File: src/rtl/segway_pkg.sv
// Shared widths, pipeline payload type and saturation helper for the balance controller.
package segway_pkg;

    localparam int unsigned PTCH_W  = 16;
    localparam int unsigned ERR_W   = 10;
    localparam int unsigned INTEG_W = 18;
    localparam int unsigned DSAT_W  = 7;
    localparam int unsigned DIFF_W  = ERR_W + 1;
    localparam int unsigned TERM_W  = 16;
    localparam int unsigned SUM_W   = TERM_W + 1;

    typedef struct packed {
        logic signed [TERM_W-1:0] p;
        logic signed [TERM_W-1:0] i;
        logic signed [TERM_W-1:0] d;
    } pid_terms_t;

    // Clamp a signed value into the range representable by a signed field of 'width' bits.
    function automatic logic signed [31:0] sat_signed(input logic signed [31:0] value,
                                                      input int unsigned width);
        logic signed [31:0] hi;
        logic signed [31:0] lo;
        hi = (32'sd1 <<< (width - 1)) - 32'sd1;
        lo = -(32'sd1 <<< (width - 1));
        if (value > hi) begin
            return hi;
        end else if (value < lo) begin
            return lo;
        end
        return value;
    endfunction

endpackage

File: src/rtl/ptch_D_queue.sv
// Short history of saturated errors; the oldest entry is the reference for the D difference.
module ptch_D_queue
    import segway_pkg::*;
#(
    parameter int unsigned DEPTH = 2
) (
    input  logic             clk,
    input  logic             rst,
    input  logic             i_shift,
    input  logic             i_clr,
    input  logic [ERR_W-1:0] i_din,
    output logic [ERR_W-1:0] o_oldest
);

    logic [ERR_W-1:0] r_q [DEPTH];

    // Clear wins over shift so a powered-down controller restarts with an empty history.
    always_ff @(posedge clk or posedge rst) begin
        if (rst) begin
            for (int unsigned i = 0; i < DEPTH; i++) r_q[i] <= '0;
        end else if (i_clr) begin
            for (int unsigned i = 0; i < DEPTH; i++) r_q[i] <= '0;
        end else if (i_shift) begin
            r_q[0] <= i_din;
            for (int unsigned i = 1; i < DEPTH; i++) r_q[i] <= r_q[i-1];
        end
    end

    assign o_oldest = r_q[DEPTH-1];

endmodule

File: src/rtl/balance_pid.sv
// Three-stage pitch PID: saturate error, form P/I/D terms, sum and saturate to the command.
module balance_pid
    import segway_pkg::*;
#(
    parameter int unsigned P_COEFF = 5,
    parameter int unsigned D_COEFF = 9,
    parameter int unsigned D_DEPTH = 2
) (
    input  logic              clk,
    input  logic              rst,
    input  logic              vld,
    input  logic [PTCH_W-1:0] ptch,
    input  logic              pwr_up,
    input  logic              rider_off,
    output logic [TERM_W-1:0] PID_cntrl,
    output logic              PID_vld
);

    localparam logic signed [TERM_W-1:0] P_GAIN = TERM_W'(P_COEFF);
    localparam logic signed [TERM_W-1:0] D_GAIN = TERM_W'(D_COEFF);

    logic                      r_s1_vld;
    logic signed [ERR_W-1:0]   r_err_sat;
    logic                      r_s2_vld;
    pid_terms_t                r_terms;
    logic signed [INTEG_W-1:0] r_integ;

    logic signed [ERR_W-1:0]   w_err_sat;
    logic signed [INTEG_W-1:0] w_err_ext;
    logic signed [INTEG_W-1:0] w_integ_sum;
    logic                      w_integ_ovf;
    logic signed [INTEG_W-1:0] w_integ_nxt;
    logic [ERR_W-1:0]          w_q_oldest;
    logic signed [DIFF_W-1:0]  w_diff;
    logic signed [DSAT_W-1:0]  w_d_sat;
    logic signed [TERM_W-1:0]  w_err16;
    pid_terms_t                w_terms;
    logic signed [SUM_W-1:0]   w_sum;

    assign w_err_sat = ERR_W'(sat_signed(32'($signed(ptch)), ERR_W));

    // Integrator: disable/rider-off clear every cycle; signed overflow freezes it.
    always_comb begin
        w_err_ext   = INTEG_W'(r_err_sat);
        w_integ_sum = r_integ + w_err_ext;
        w_integ_ovf = (r_integ[INTEG_W-1] == w_err_ext[INTEG_W-1]) &&
                      (w_integ_sum[INTEG_W-1] != r_integ[INTEG_W-1]);
        w_integ_nxt = r_integ;
        if (!pwr_up || rider_off) begin
            w_integ_nxt = '0;
        end else if (r_s1_vld && !w_integ_ovf) begin
            w_integ_nxt = w_integ_sum;
        end
    end

    ptch_D_queue #(
        .DEPTH(D_DEPTH)
    ) u_d_queue (
        .clk      (clk),
        .rst      (rst),
        .i_shift  (r_s1_vld),
        .i_clr    (!pwr_up),
        .i_din    (r_err_sat),
        .o_oldest (w_q_oldest)
    );

    always_comb begin
        w_err16   = TERM_W'(r_err_sat);
        w_diff    = DIFF_W'(r_err_sat) - DIFF_W'($signed(w_q_oldest));
        w_d_sat   = DSAT_W'(sat_signed(32'(w_diff), DSAT_W));
        w_terms.p = TERM_W'(w_err16 * P_GAIN);
        w_terms.i = TERM_W'($signed(w_integ_nxt[INTEG_W-1:6]));
        w_terms.d = TERM_W'(TERM_W'(w_d_sat) * D_GAIN);
        w_sum     = SUM_W'($signed(r_terms.p)) + SUM_W'($signed(r_terms.i)) +
                    SUM_W'($signed(r_terms.d));
    end

    always_ff @(posedge clk or posedge rst) begin
        if (rst) begin
            r_s1_vld  <= 1'b0;
            r_err_sat <= '0;
            r_s2_vld  <= 1'b0;
            r_terms   <= '0;
            r_integ   <= '0;
            PID_cntrl <= '0;
            PID_vld   <= 1'b0;
        end else begin
            r_s1_vld <= vld;
            if (vld) r_err_sat <= w_err_sat;
            r_s2_vld <= r_s1_vld;
            r_integ  <= w_integ_nxt;
            if (r_s1_vld) r_terms <= w_terms;
            PID_vld  <= r_s2_vld;
            if (r_s2_vld) PID_cntrl <= TERM_W'(sat_signed(32'(w_sum), TERM_W));
        end
    end

endmodule

File: config.mk
export PLATFORM = sky130hd
export DESIGN_NAME = balance_pid
export DESIGN_NICKNAME = d
export VERILOG_FILES = /design/src/rtl/segway_pkg.sv /design/src/rtl/ptch_D_queue.sv /design/src/rtl/balance_pid.sv
export SDC_FILE = /design/constraint.sdc
export NUM_CORES = 1
export LEC_CHECK = 0
export BUFFER_PORTS_ARGS = -buffer_cell sky130_fd_sc_hd__buf_2
export CORE_ASPECT_RATIO = 1.75
export CORE_MARGIN = 2
export CORE_UTILIZATION = 39
export CTS_BUF_LIST = sky130_fd_sc_hd__clkbuf_4
export DETAILED_ROUTE_END_ITERATION = 12
export GPL_ROUTABILITY_DRIVEN = 0
export PLACE_DENSITY = 0.61
export SLEW_MARGIN = 5
export SYNTH_ARGS = -nofsm -noshare
export SYNTH_HDL_FRONTEND = slang
export SYNTH_SLANG_ARGS = --single-unit
File: constraint.sdc
create_clock -name clk -period 5.7 [get_ports clk]
set_input_delay 0.855 -clock clk [delete_from_list [all_inputs] [get_ports clk]]
set_output_delay 0.855 -clock clk [all_outputs]
set_load 0.02 [all_outputs]
==> run metrics, run 1 <==
status=finished clean; CORE AREA=18420 µm²; remaining antenna violation count after routing=0; pwr dens=439.2 nW/µm²; hold path start=PID_cntrl[10]; DRC Markers=0; share of cells above drive strength 1=0.1314; total CTS buffers=9; most frequent cells in the layout=dfrtp_1, ha_1, a21oi_1; Hold Vio Cnt, Final=0; CTS Hold Bufs=0; Seq cells post-synth=105; 1st-iter DRT viols=202; share of flip-flops with an asynchronous set or reset=1.000; post-CTS sizing=0; CP max FO=9; synth warn=0; Clock transition at path regs=0.16 ns; IO Port Bufs=37; Max Buffers Root-to-Sink=2; Ports=38; Synth Cell Area=7263 µm²; fin util=0.4283; Clock Tree Root=clkbuf_4; GRT overflow=0; Post-CTS Setup Bufs=0; Worst Hold Depth=2; crit path capture type=flop; minimum clock period=4.730 ns; Post-synth EDFFs=0; Die ar.=19770 µm²; Tightest Hold Check Type=flop to flop; Post-Place Setup Slack=0.9873 ns; Placement Cell Area=7736 µm²; Synth cell types=67; Most common cell on crit path=ha_1; Req. time, crit path=6.09 ns; worst slew pin tran=1.080 ns; crit path cell chain=inv_1 -> ha_1 -> inv_1 -> fa_1 -> a21o_1 -> nand4_1 -> nand3b_1 -> or4_4 -> a31oi_4 -> a21boi_4 -> a21oi_1 -> ha_1 -> ha_1 -> fa_1 -> a21o_1 -> a21oi_1 -> nor2b_1 -> o21ai_0 -> xnor2_1 -> mux2_2; nets=883; hold worst-path end=PID_cntrl[10]; Clock Sinks=105; largest net degree at the start of global routing=69; critical path type=flop to flop; final worst-path setup slack=0.9701 ns; H-tree depth=3; Power, Total=3.464 mW; DRT Pass-1 Iters=6; CP max stage delay=0.56 ns; height of the die=184.5 µm; P_leak=3.523 nW; Setup Skew=0.01627 ns; flop-to-flop setup slack=0.97 ns; Worst R2R Path Depth=20; Area Growth Syn to Fin=8.579%; DP HPWL=12560 µm; Max Freq=211.4 MHz; Routed WL=16450 µm; Pins Over Slew Limit=0; via count=5462; max-cap violation count=0; syn nets=848; final setup vio count=0; slowest stage cell, crit path=or4_4; reg-to-reg startpoint=r_err_sat[0]; wire length of the first global-routing pass=27710 µm; Reg2Reg Capture Point=r_terms[10]; post-route cell area=7886 µm²; Skew-Pair Late Insertion Delay=0.48 ns; CTS tree=done; Area contributors post-synth=dfrtp_1, ha_1, fa_1; RSZ-0062 raised after global routing=no; Avg WL per Cell=16.21 µm; chip width=107.2 µm; initial antenna violation count=1; FP Rows=66; CP startpoint kind=flop; dominant cell type by area after synthesis=dfrtp_1; slew margin rel.=0.2781; vias in the first global route=5614; initial cell density of the core=0.3944; crit share post-route=0.8298; gr usage total=0.1778; most common cell after layout, fill and taps aside=dfrtp_1; Arrival @ worst endpoint=5.12 ns; mean area per synthesized cell=9.842 µm²; peak supply drop=0.0002206 V; Mapped Cells=738; detail-routed via count per cell=5.381; sequential share of the synthesized area=0.3618; post-synth top area share=0.3618; Setup TNS=0 ns; Post-synth top flop=dfrtp_1
[power breakdown]
part | internal [mW] | leakage, nW | switching (mW) | total [mW]
combinational | 0.941 | 2.14 | 1.02 | 1.97
sequential | 0.929 | 1.31 | 0.143 | 1.07
clock | 0.174 | 0.0759 | 0.253 | 0.426
[layout make-up]
| class | count | area, µm² |
|---|---|---|
| fillers | 1828 | 10530 |
| multi-input cells | 561 | 4359 |
| flip-flops and latches | 105 | 2629 |
| well taps | 238 | 297.8 |
| repair buffers | 48 | 267.8 |
| inverters | 48 | 182.7 |
| clock inverters | 5 | 80.08 |
| clock buffers | 9 | 67.56 |
| diodes | 1 | 2.502 |
[cells in the mapped netlist, types with 17 or more instances]
cell type,instances
o21ai_1,34
xnor2_1,32
nor3_1,17
o21ai_0,19
fa_1,19
ha_1,70
nor2_1,43
nor2b_1,25
dfrtp_1,105
inv_1,48
mux2i_1,20
clkbuf_1,18
nand2_1,49
a21oi_1,51
mux2_2,29
[metrics by stage]
stage | std cells | hold WS, ns
4_1_cts | 1014 | 0.5208
3_5_place_dp | 1000 | 0.4916
6_report | 1015 | 0.5129
5_1_grt | 1015 | 0.5406
2_1_floorplan | 738 | 0.3519
3_3_place_gp | 1000 | 0.4848
[kinds of logic (layout without fill, tap and decap cells)]
kind of cell	count (synthesis)	count (layout)	synth area share
AOI/OAI and AO/OA	199	199	0.1804
and+or+nand+nor	186	186	0.1285
DFF	105	105	0.3618
adders and majority gates	89	89	0.1730
buffers and inverters	72	110	0.03807
muxes	49	49	0.07252
xor gates and xnor gates	38	38	0.04582
other	0	1	0
[sequential cells by signal, summed over array words and instances (netlist names)]
signal	cells
r_integ	18
r_terms	38
PID_vld	1
r_s2_vld	1
PID_cntrl	16
u_d_queue.r_q	10
u_d_queue.o_oldest	10
r_s1_vld	1
r_err_sat	10
[metal layers]
metal	wire, µm	up-vias	global-route usage
met5	0	-	0
met4	738	0	0.1003
met3	312	37	0.02016
met2	8457	79	0.3165
met1	6941	2613	0.2035
li1	-	2733	-
[how the worst max path moves through the flow]
| stage | start | endpoint | slack (ns) | cells after the start |
|---|---|---|---|---|
| after global placement | r_err_sat[0] | r_terms[10] | 1.07 | 20 |
| after detailed placement | r_err_sat[0] | r_terms[10] | 0.99 | 20 |
| after CTS | r_err_sat[0] | r_terms[10] | 0.97 | 20 |
| after floorplan | r_err_sat[0] | r_terms[10] | 1.28 | 20 |
| after global routing | r_err_sat[0] | r_terms[10] | 0.55 | 20 |
| final | r_err_sat[0] | r_terms[10] | 0.97 | 20 |
[critical path: cells and delay by family (launching register included)]
kind,cells,cell delay (ns)
fa+ha+maj,5,1.47
flops,1,0.47
simple gates,4,0.95
compound gates,7,1.27
xor+xnor,1,0.09
mux,1,0.26
buf+inv,2,0.13
Note: power is estimated with default switching activity, not from simulation.
==> run 2: changes to the inputs <==
clock period = 4.7 ns   (was 5.7 ns; I/O delays follow)
==> run metrics, run 2 (same netlist as run 1, synthesis figures left out) <==
RSZ-0062 raised after global routing=no; Pins Over Slew Limit=0; Max Buffers Root-to-Sink=2; Hold Vio Cnt, Final=0; CP startpoint kind=flop; most common cell after layout, fill and taps aside=dfrtp_1; remaining antenna violation count after routing=0; largest net degree at the start of global routing=78; initial antenna violation count=1; CTS Hold Bufs=0; largest registers=r_terms (38), r_integ (18), PID_cntrl (16); pwr dens=520.5 nW/µm²; nets=893; Setup Skew=0.02204 ns; CORE AREA=18420 µm²; wire length of the first global-routing pass=27490 µm; via count=5525; height of the die=184.5 µm; critical path type=flop to flop; Clock Sinks=105; gr usage total=0.1771; DRT Pass-1 Iters=4; vias in the first global route=5527; Die ar.=19770 µm²; CP max FO=9; GRT overflow=0; share of cells above drive strength 1=0.1510; Ports=38; initial cell density of the core=0.3944; final setup vio count=0; Arrival @ worst endpoint=4.82 ns; total CTS buffers=9; Req. time, crit path=5.08 ns; worst slew pin tran=0.9770 ns; chip width=107.2 µm; most frequent cells in the layout=dfrtp_1, ha_1, nand2_1; Skew-Pair Late Insertion Delay=0.48 ns; final worst-path setup slack=0.2566 ns; flop-to-flop setup slack=0.26 ns; Top reg by flops=r_terms; P_leak=3.555 nW; DP HPWL=12720 µm; status=finished clean; H-tree depth=3; Area Growth Syn to Fin=9.475%; FP Rows=66; CTS tree=done; DRC Markers=0; Setup TNS=0 ns; Routed WL=16300 µm; Post-Place Setup Slack=0.04277 ns; Tightest Hold Check Type=input pin to asynchronous set/reset pin; Clock transition at path regs=0.17 ns; IO Port Bufs=37; crit share post-route=0.9454; Max Freq=225.1 MHz; post-route cell area=7951 µm²; minimum clock period=4.443 ns; peak supply drop=0.0003174 V; 1st-iter DRT viols=272; slew margin rel.=0.3487; Avg WL per Cell=15.87 µm; max reg flops=38; Fill cells=1815; max-cap violation count=0; Clock Tree Root=clkbuf_4; crit path capture type=flop; Placement Cell Area=7796 µm²; detail-routed via count per cell=5.380
[run 2: cell count changes in the layout (fill, tap and decap cells not counted), moves of 2 or more]
cell,before,now
a21oi_1,51,48
a21oi_2,0,3
buf_4,11,21
bufinv_16,2,0
[run 2: cell type report]
class	count	area, µm²	share of cell area
Antenna cell	1	2.502	0.0003147
Timing Repair Buffer	58	342.8	0.04312
Clock buffer	9	67.56	0.008497
Inverter	48	182.7	0.02297
Clock inverter	7	45.04	0.005665
Tap cell	238	297.8	0.03745
Multi-Input combinational cell	561	4384	0.5514
Sequential cell	105	2629	0.3306
[run 2: where the power goes]
| group | switching [mW] | leakage (nW) | internal, mW |
|---|---|---|---|
| registers | 0.159 | 1.31 | 1.13 |
| clock network | 0.317 | 0.0578 | 0.108 |
| logic | 1.26 | 2.19 | 1.16 |
| total | 1.74 | 3.56 | 2.40 |
[run 2: final timing paths]
kind                          startpoint  depth (start not counted)            end
hold reg to reg            PID_cntrl[10]                          2  PID_cntrl[10]
setup reg to reg            r_err_sat[0]                         20    r_terms[11]
min in group clk                 ptch[7]                          3   r_err_sat[7]
setup / recovery            r_err_sat[0]                         20    r_terms[11]
max in group asynchronous            rst                          3       r_s1_vld
hold / removal                       rst                          2   PID_cntrl[6]
[run 2: timing repair]
| action | in CTS | in global routing |
|---|---|---|
| endpoints found under the setup margin | 0 | 3 |
| setup buffers | 0 | 2 |
| resized for setup | 0 | 7 |
[run 2: layer usage]
layer / vias to the layer above / track usage / part of all wire
met2: 68 / 0.3238 / 0.54
met4: 0 / 0.08260 / 0.034
met3: 29 / 0.01627 / 0.015
met1: 2675 / 0.2049 / 0.41
met5: - / 0 / 0
li1: 2753 / - / -
[run 2: through the flow]
step	power, mW	hold slack (ns)	std cells	utilization
after floorplan	3.190	0.3519	738	-
after global placement	3.700	0.4846	1008	0.4234
after detailed placement	3.735	0.4910	1008	0.4234
after CTS	4.176	0.4191	1024	0.4295
after global routing	4.566	0.4331	1027	0.4318
final	4.138	0.3984	1027	0.4318
[run 2: critical path, cell delays in order, from the launching register on]
cell,delay [ns]
dfrtp_1,0.41
inv_1,0.06
ha_1,0.15
inv_1,0.05
fa_1,0.39
a21o_1,0.22
nand4_1,0.14
nand3b_1,0.18
or4_4,0.56
a31oi_4,0.19
a21boi_4,0.11
a21oi_2,0.16
ha_1,0.29
ha_1,0.31
a21o_1,0.15
a21o_1,0.19
a21o_1,0.17
a21oi_1,0.20
nor2b_1,0.09
xnor2_1,0.21
o21ai_1,0.09
